$ cat src/rtl/program_loader.sv
// UART (8N1) boot loader: receives a length-prefixed stream of 16-bit words and writes
// them to RAM from address 0, holding the CPU in reset until the whole image has landed.
module program_loader #(
  parameter int CLKS_PER_BIT = 434,
  parameter int ADDR_W       = 16
) (
  input  logic              clk,
  input  logic              rst,
  input  logic              rx,
  input  logic              load_req,
  output logic [ADDR_W-1:0] ram_addr,
  output logic [15:0]       ram_data,
  output logic              ram_wren,
  output logic              cpu_rst,
  output logic              busy,
  output logic              done,
  output logic              err,
  output logic [15:0]       loaded_count
);

  localparam int HALF = CLKS_PER_BIT / 2;
  localparam int CW   = $clog2(CLKS_PER_BIT);

  typedef enum logic [1:0] {RX_IDLE, RX_START, RX_DATA, RX_STOP} rx_state_t;
  typedef enum logic [2:0] {LEN_HI, LEN_LO, DATA_HI, DATA_LO, WRITE, DONE, ERR} state_t;

  logic              rx_meta_q, rx_sync_q, rx_prev_q;
  rx_state_t         rx_state_q, rx_state_d;
  logic [CW-1:0]     cnt_q, cnt_d;
  logic [2:0]        bit_q, bit_d;
  logic [7:0]        shift_q, shift_d;
  logic              byte_valid_q, byte_valid_d;
  logic              frame_err_q, frame_err_d;

  state_t            state_q, state_d;
  logic [15:0]       len_q, len_d;
  logic [7:0]        hi_q, hi_d;
  logic [15:0]       count_q, count_d;
  logic [ADDR_W-1:0] addr_q, addr_d;
  logic [15:0]       data_q, data_d;
  logic              wren_q, wren_d;
  logic              cpu_rst_q, cpu_rst_d;
  logic              busy_q, busy_d;
  logic              done_q, done_d;
  logic              err_q, err_d;

  // Receiver: start on a synced falling edge, re-check mid start bit, then sample mid-bit.
  always_comb begin
    rx_state_d   = rx_state_q;
    cnt_d        = cnt_q;
    bit_d        = bit_q;
    shift_d      = shift_q;
    byte_valid_d = 1'b0;
    frame_err_d  = 1'b0;
    case (rx_state_q)
      RX_IDLE: begin
        if (rx_prev_q && !rx_sync_q) begin
          rx_state_d = RX_START;
          cnt_d      = '0;
        end
      end
      RX_START: begin
        if (cnt_q == CW'(HALF - 1)) begin
          cnt_d      = '0;
          bit_d      = '0;
          rx_state_d = rx_sync_q ? RX_IDLE : RX_DATA;
        end else begin
          cnt_d = cnt_q + 1'b1;
        end
      end
      RX_DATA: begin
        if (cnt_q == CW'(CLKS_PER_BIT - 1)) begin
          cnt_d   = '0;
          shift_d = {rx_sync_q, shift_q[7:1]};
          bit_d   = bit_q + 1'b1;
          if (bit_q == 3'd7) rx_state_d = RX_STOP;
        end else begin
          cnt_d = cnt_q + 1'b1;
        end
      end
      default: begin
        if (cnt_q == CW'(CLKS_PER_BIT - 1)) begin
          rx_state_d   = RX_IDLE;
          byte_valid_d = rx_sync_q;
          frame_err_d  = !rx_sync_q;
        end else begin
          cnt_d = cnt_q + 1'b1;
        end
      end
    endcase
  end

  always_comb begin
    state_d = state_q;
    len_d   = len_q;
    hi_d    = hi_q;
    count_d = count_q;
    addr_d  = addr_q;
    data_d  = data_q;
    wren_d  = 1'b0;
    case (state_q)
      LEN_HI: begin
        if (frame_err_q) state_d = ERR;
        else if (byte_valid_q) begin
          len_d[15:8] = shift_q;
          state_d     = LEN_LO;
        end
      end
      LEN_LO: begin
        if (frame_err_q) state_d = ERR;
        else if (byte_valid_q) begin
          len_d[7:0] = shift_q;
          state_d    = ({len_q[15:8], shift_q} == 16'd0) ? DONE : DATA_HI;
        end
      end
      DATA_HI: begin
        if (frame_err_q) state_d = ERR;
        else if (byte_valid_q) begin
          hi_d    = shift_q;
          state_d = DATA_LO;
        end
      end
      DATA_LO: begin
        if (frame_err_q) state_d = ERR;
        else if (byte_valid_q) begin
          addr_d  = count_q[ADDR_W-1:0];
          data_d  = {hi_q, shift_q};
          wren_d  = 1'b1;
          state_d = WRITE;
        end
      end
      WRITE: begin
        count_d = count_q + 16'd1;
        state_d = (count_q + 16'd1 == len_q) ? DONE : DATA_HI;
      end
      default: begin
        if (load_req) begin
          count_d = '0;
          state_d = LEN_HI;
        end
      end
    endcase
    // Status flags are registered from the next state so they line up with state_q.
    busy_d    = (state_d != DONE) && (state_d != ERR);
    done_d    = (state_d == DONE);
    err_d     = (state_d == ERR);
    cpu_rst_d = (state_d == DONE);
  end

  always_ff @(posedge clk) begin
    if (!rst) begin
      rx_meta_q    <= 1'b1;
      rx_sync_q    <= 1'b1;
      rx_prev_q    <= 1'b1;
      rx_state_q   <= RX_IDLE;
      cnt_q        <= '0;
      bit_q        <= '0;
      shift_q      <= '0;
      byte_valid_q <= 1'b0;
      frame_err_q  <= 1'b0;
      state_q      <= LEN_HI;
      len_q        <= '0;
      hi_q         <= '0;
      count_q      <= '0;
      addr_q       <= '0;
      data_q       <= '0;
      wren_q       <= 1'b0;
      cpu_rst_q    <= 1'b0;
      busy_q       <= 1'b1;
      done_q       <= 1'b0;
      err_q        <= 1'b0;
    end else begin
      rx_meta_q    <= rx;
      rx_sync_q    <= rx_meta_q;
      rx_prev_q    <= rx_sync_q;
      rx_state_q   <= rx_state_d;
      cnt_q        <= cnt_d;
      bit_q        <= bit_d;
      shift_q      <= shift_d;
      byte_valid_q <= byte_valid_d;
      frame_err_q  <= frame_err_d;
      state_q      <= state_d;
      len_q        <= len_d;
      hi_q         <= hi_d;
      count_q      <= count_d;
      addr_q       <= addr_d;
      data_q       <= data_d;
      wren_q       <= wren_d;
      cpu_rst_q    <= cpu_rst_d;
      busy_q       <= busy_d;
      done_q       <= done_d;
      err_q        <= err_d;
    end
  end

  assign ram_addr     = addr_q;
  assign ram_data     = data_q;
  assign ram_wren     = wren_q;
  assign cpu_rst      = cpu_rst_q;
  assign busy         = busy_q;
  assign done         = done_q;
  assign err          = err_q;
  assign loaded_count = count_q;

endmodule

$ cat config.mk
export PLATFORM = sky130hd
export DESIGN_NAME = program_loader
export DESIGN_NICKNAME = d
export VERILOG_FILES = /design/src/rtl/program_loader.sv
export SDC_FILE = /design/constraint.sdc
export NUM_CORES = 1
export LEC_CHECK = 0
export CAP_MARGIN = 10
export CORE_ASPECT_RATIO = 0.9
export CORE_MARGIN = 2
export CORE_UTILIZATION = 34
export DETAILED_ROUTE_END_ITERATION = 12
export HOLD_SLACK_MARGIN = 0.1
export PLACE_DENSITY = 0.52
export REMOVE_ABC_BUFFERS = 1
export SKIP_LAST_GASP = 1
export SYNTH_ARGS = -nofsm -noshare
export SYNTH_HDL_FRONTEND = slang
export SYNTH_SLANG_ARGS = --single-unit
$ cat constraint.sdc
create_clock -name clk -period 5.5 [get_ports clk]
set_clock_uncertainty 0.05 [all_clocks]
set_input_delay 1.1 -clock clk [delete_from_list [all_inputs] [get_ports clk]]
set_output_delay 1.1 -clock clk [all_outputs]
set_load 0.01 [all_outputs]
* Word level (Yosys, flattened, before mapping)
Index checks and enable logic that the tools add are counted.
** Cells by class
- Muxes and demuxes :: 30
- Add/subtract/negate cells :: 3
- Bitwise logic cells :: 5
- Reductions and logical operators :: 21
- Eq/ne operators :: 19
** Operators with widths (count)
- $mux W3 :: 13
- $mux W9 :: 4
- $pmux W16 S2 :: 1
- $pmux W9 S3 :: 1
- $add A16 B1 Y16 const B :: 1
- $eq A16 B16 Y1 :: 1
- $logic_not A16 Y1 :: 1
- $mux W16 :: 1
- $pmux W3 S5 :: 1
- $reduce_and A3 Y1 :: 5
- $eq A3 B3 Y1 const B :: 4
- $mux W2 :: 6
- $add A9 B1 Y9 const B :: 1
- $eq A9 B8 Y1 const B :: 1
- $eq A9 B9 Y1 const B :: 1
- $ne A2 B2 Y1 const B :: 4
- $eq A3 B2 Y1 const B :: 2
- $ne A3 B3 Y1 const B :: 2
- $pmux W2 S3 :: 1
- $pmux W3 S2 :: 1
- $reduce_and A2 Y1 :: 3
- $not A1 Y1 :: 5
- $reduce_and A5 Y1 :: 1
- $reduce_or A5 Y1 :: 1
- other kinds (14) :: 16
** Storage, ports and cells
- Word-level logic and storage cells :: 98
- Output and inout bits :: 53
- Bits in registers :: 106

* Logic depth before layout (Yosys ltp)
- Depth in word-level cells :: 7
- Depth in mapped cells :: 10

* Worst setup path before layout
No wires, ideal clock.
- Path kind :: register to register
- Start point :: register count_q[1], in the netlist loaded_count[1]
- End point :: register busy_q, in the netlist busy
- Setup time :: 137 ps
- Arrival time :: 2008 ps
- Slack :: 3305 ps
- Required time :: 5313 ps
- Cell stages (with the launch flop) :: 9
- Cells stage by stage :: dfxtp_1 -> ha_1 -> and3_2 -> nand4_4 -> or3_1 -> a22oi_1 -> and4_1 -> and2_4 -> o21ai_0
** On the way
- Word-level cells in the longest chain between the ends :: 6
** Ends and longest elaborated chain
- start, declared :: line 38 : logic [15:0] count_q, count_d;
- start signal, assigned :: line 185 : count_q <= count_d;
- $add A16 B1 Y16 * :: line 134 : state_d = (count_q + 16'd1 == len_q) ? DONE : DATA_HI;
- $eq A16 B16 Y1 * :: line 134
- $mux W3 * :: line 134
- $pmux W3 S5 * :: line 101 : case (state_q)
- $ne A3 B3 Y1 :: line 144 : busy_d = (state_d != DONE) && (state_d != ERR);
- $logic_and A1 B1 Y1 * :: line 144
- end signal, assigned :: line 190 : busy_q <= busy_d;
- end, declared :: line 43 : logic busy_q, busy_d;
Mark *: on every way between the ends. The rest lies on a longest branch, timed or not.
A chain may end at the register's enable or synchronous reset.

* Worst setup path after layout
- Start point :: input rst
- End point :: register count_q[2], in the netlist loaded_count[2]
** RTL lines
- start, declared :: line 8 : input logic rst,
No word-level cell between the ends.

==> flow_metrics.tcl <==
set metrics [dict create \
    status "complete, no violations" \
    n_fill_cell 1427 \
    synth_ff_type "dfxtp_1" \
    nets 633 \
    synth.area.top_cells "dfxtp_1 (44%), nand2_1 (7.4%), a21oi_1 (6.2%)" \
    drc 0 \
    worst_pin_slew_ps 940.4 \
    crit_fanout 54 \
    root_buffer "clkbuf_16" \
    critPathKind "input port to register" \
    post-place-ws_ps 2223 \
    port_buffers 56 \
    grt_pass1_wl_um 19700 \
    yosysTopAreaCellShare_pct 43.72 \
    power_w 0.001477 \
    crit_required_ps 5680 \
    cts_tree "yes" \
    synthesis.area_mm2 0.004853 \
    track_usage_pct 16.02 \
    multi_input_area_mm2 0.002499 \
    postRouteAntennaNets 0 \
    numClockSinks 106 \
    hold_ws_ps 367.6 \
    diodes 0 \
    leakage_nw 2.115 \
    grt_pass1_vias 3950 \
    synth_cell_types 56 \
    core-area_mm2 0.01400 \
    rsz0062_at_grt "no" \
    antenna_found_initial 0 \
    endpoint_kind "register" \
    post_cts_resized 0 \
    clock_path_buffers 2 \
    maxCapViolCount 0 \
    clk_pin_slew_ps 70 \
    ys_top_cells_by_count "dfxtp_1 (106), nand2_1 (96), nor2_1 (69)" \
    wl_um 11540 \
    relSlewSlack_pct 37.22 \
    insertion_delay_ps 360 \
    vias 4121 \
    crit_arrival_ps 3060 \
    peakVddDrop_uv 150.9 \
    critPathLaunchType "input port" \
    area_growth_pct 18.95 \
    drtIter0Drc 273 \
    seq_area_mm2 0.002122 \
    synth_top_area_cell "dfxtp_1" \
    num_io_pins 57 \
    rows 41 \
    maxSlewViolCount 0 \
    wl_per_cell_um 14.13 \
    min_period_ps 2884 \
    start_util_pct 34.66 \
    final_layout_size_suffix_gt1_share_pct 4.647 \
    ys_warn_count 0 \
    synth_edf_count 0 \
    holdCritPathClass "register to register" \
    via_per_inst 5.044 \
    synth-seq-area-share_pct 43.72 \
    yosysMostFrequentCell "dfxtp_1" \
    postCtsHoldBufs 0 \
    avgSynthCellArea_um2 8.240 \
    max_freq_ghz 0.3468 \
    async_flop_share_pct 0 \
    firstDrtPassIters 5 \
    synth_cells 589 \
    period_share_pct 52.43 \
    gp_congestion 0.8634 \
    fp.dieW_um 129.9 \
    cts_max_level 3 \
    hold_viol_final 0 \
    cts_inserted_buffers 9 \
    gr-total-overflow 0 \
    fin_tns_setup_ps 0 \
    die_y_um 117.3 \
    die-area_mm2 0.01525 \
    postCtsSetupRepairBufs 0 \
    worst_slack_ps 2616 \
    dp_hpwl_um 7863 \
    power_density_mw_per_mm2 255.9 \
    grt_max_degree 55 \
    setup_viol 0 \
    ys_ff_latch 106 \
]
-- where the power goes --
| group | leakage [nW] | switching (W) | internal, W |
|---|---|---|---|
| logic | 1.12 | 0.0000542 | 0.0000296 |
| registers | 0.854 | 0.00000783 | 0.000774 |
| clock network | 0.140 | 0.000289 | 0.000322 |
-- worst paths after layout --
check / start / to / slack [ps] / depth (start not counted)
max: rst / loaded_count[2]$_SDFFE_PN0P_ / 2620 / 4
min: rx_meta_q$_SDFF_PN1_ / rx_sync_q$_SDFF_PN1_ / 370 / 1
max reg2reg: loaded_count[0]$_SDFFE_PN0P_ / busy$_SDFF_PN1_ / 2990 / 8
min reg2reg: rx_meta_q$_SDFF_PN1_ / rx_sync_q$_SDFF_PN1_ / 370 / 1
-- registers in the layout, indices dropped and copies added, names as in the netlist, 2 cells and up --
signal / count
state_q: 3
ram_addr: 16
cnt_q: 9
loaded_count: 16
bit_q: 3
rx_state_q: 2
shift_q: 8
hi_q: 8
len_q: 16
ram_data: 16
-- cells by family (layout without fill, tap and decap cells) --
logic type / Yosys count / in the layout / synth area share, %
multiplexers: 25 / 25 / 5.156
buffers and inverters: 53 / 88 / 4.795
adder cells (fa/ha/maj): 10 / 10 / 2.578
AND/OR/NAND/NOR: 242 / 242 / 23.74
XOR/XNOR: 28 / 28 / 5.053
flip-flops: 106 / 106 / 43.72
AO/OA/AOI/OAI: 125 / 125 / 14.95
-- metal layers --
metal | track usage, % | wire [um]
met5 | 0 | 0
met2 | 25.10 | 5335
met1 | 21.40 | 5527
met4 | 3.965 | 150
met3 | 5.018 | 528
-- worst max-delay path: stages --
cell and delay (ps):
clkdlybuf4s50_1 570, inv_2 760, buf_4 490, nor3_1 110
-- placed cells by master, fill, tap and decap left out, types with 4 or more instances in the layout --
cell type,synthesis,final
inv_1,12,12
nor2_1,69,69
xnor2_1,18,18
xor2_1,10,10
mux2i_1,25,25
clkdlybuf4s50_1,0,56
dfxtp_1,106,106
nor4_1,7,7
nand4_1,8,8
a21oi_1,60,60
or3_1,4,4
and4_1,6,6
a31oi_1,5,5
o21ai_0,30,30
a311oi_1,4,4
ha_1,10,10
clkbuf_16,0,9
nor3_1,7,7
nand3_1,9,9
nand2_1,96,96
o21a_1,4,4
and2_1,5,5
a22oi_1,6,6
and3_1,8,8
-- per-stage QoR --
step           cell area (um2)  std cells  util, %
3_5_place_dp              5494        801    39.23
5_1_grt                   5773        817    41.22
6_report                  5773        817    41.22
4_1_cts                   5773        817    41.22
2_1_floorplan             4669        549        -
3_3_place_gp              5494        801    39.23
-- layout make-up --
type / count / area share, %
Clock buffer: 11 / 4.205
Clock inverter: 5 / 0.6285
Inverter: 13 / 0.8453
Multi-Input combinational cell: 430 / 43.28
Sequential cell: 106 / 36.76
Tap cell: 193 / 4.183
Timing Repair Buffer: 59 / 10.10
Note: power is estimated with default switching activity, not from simulation.
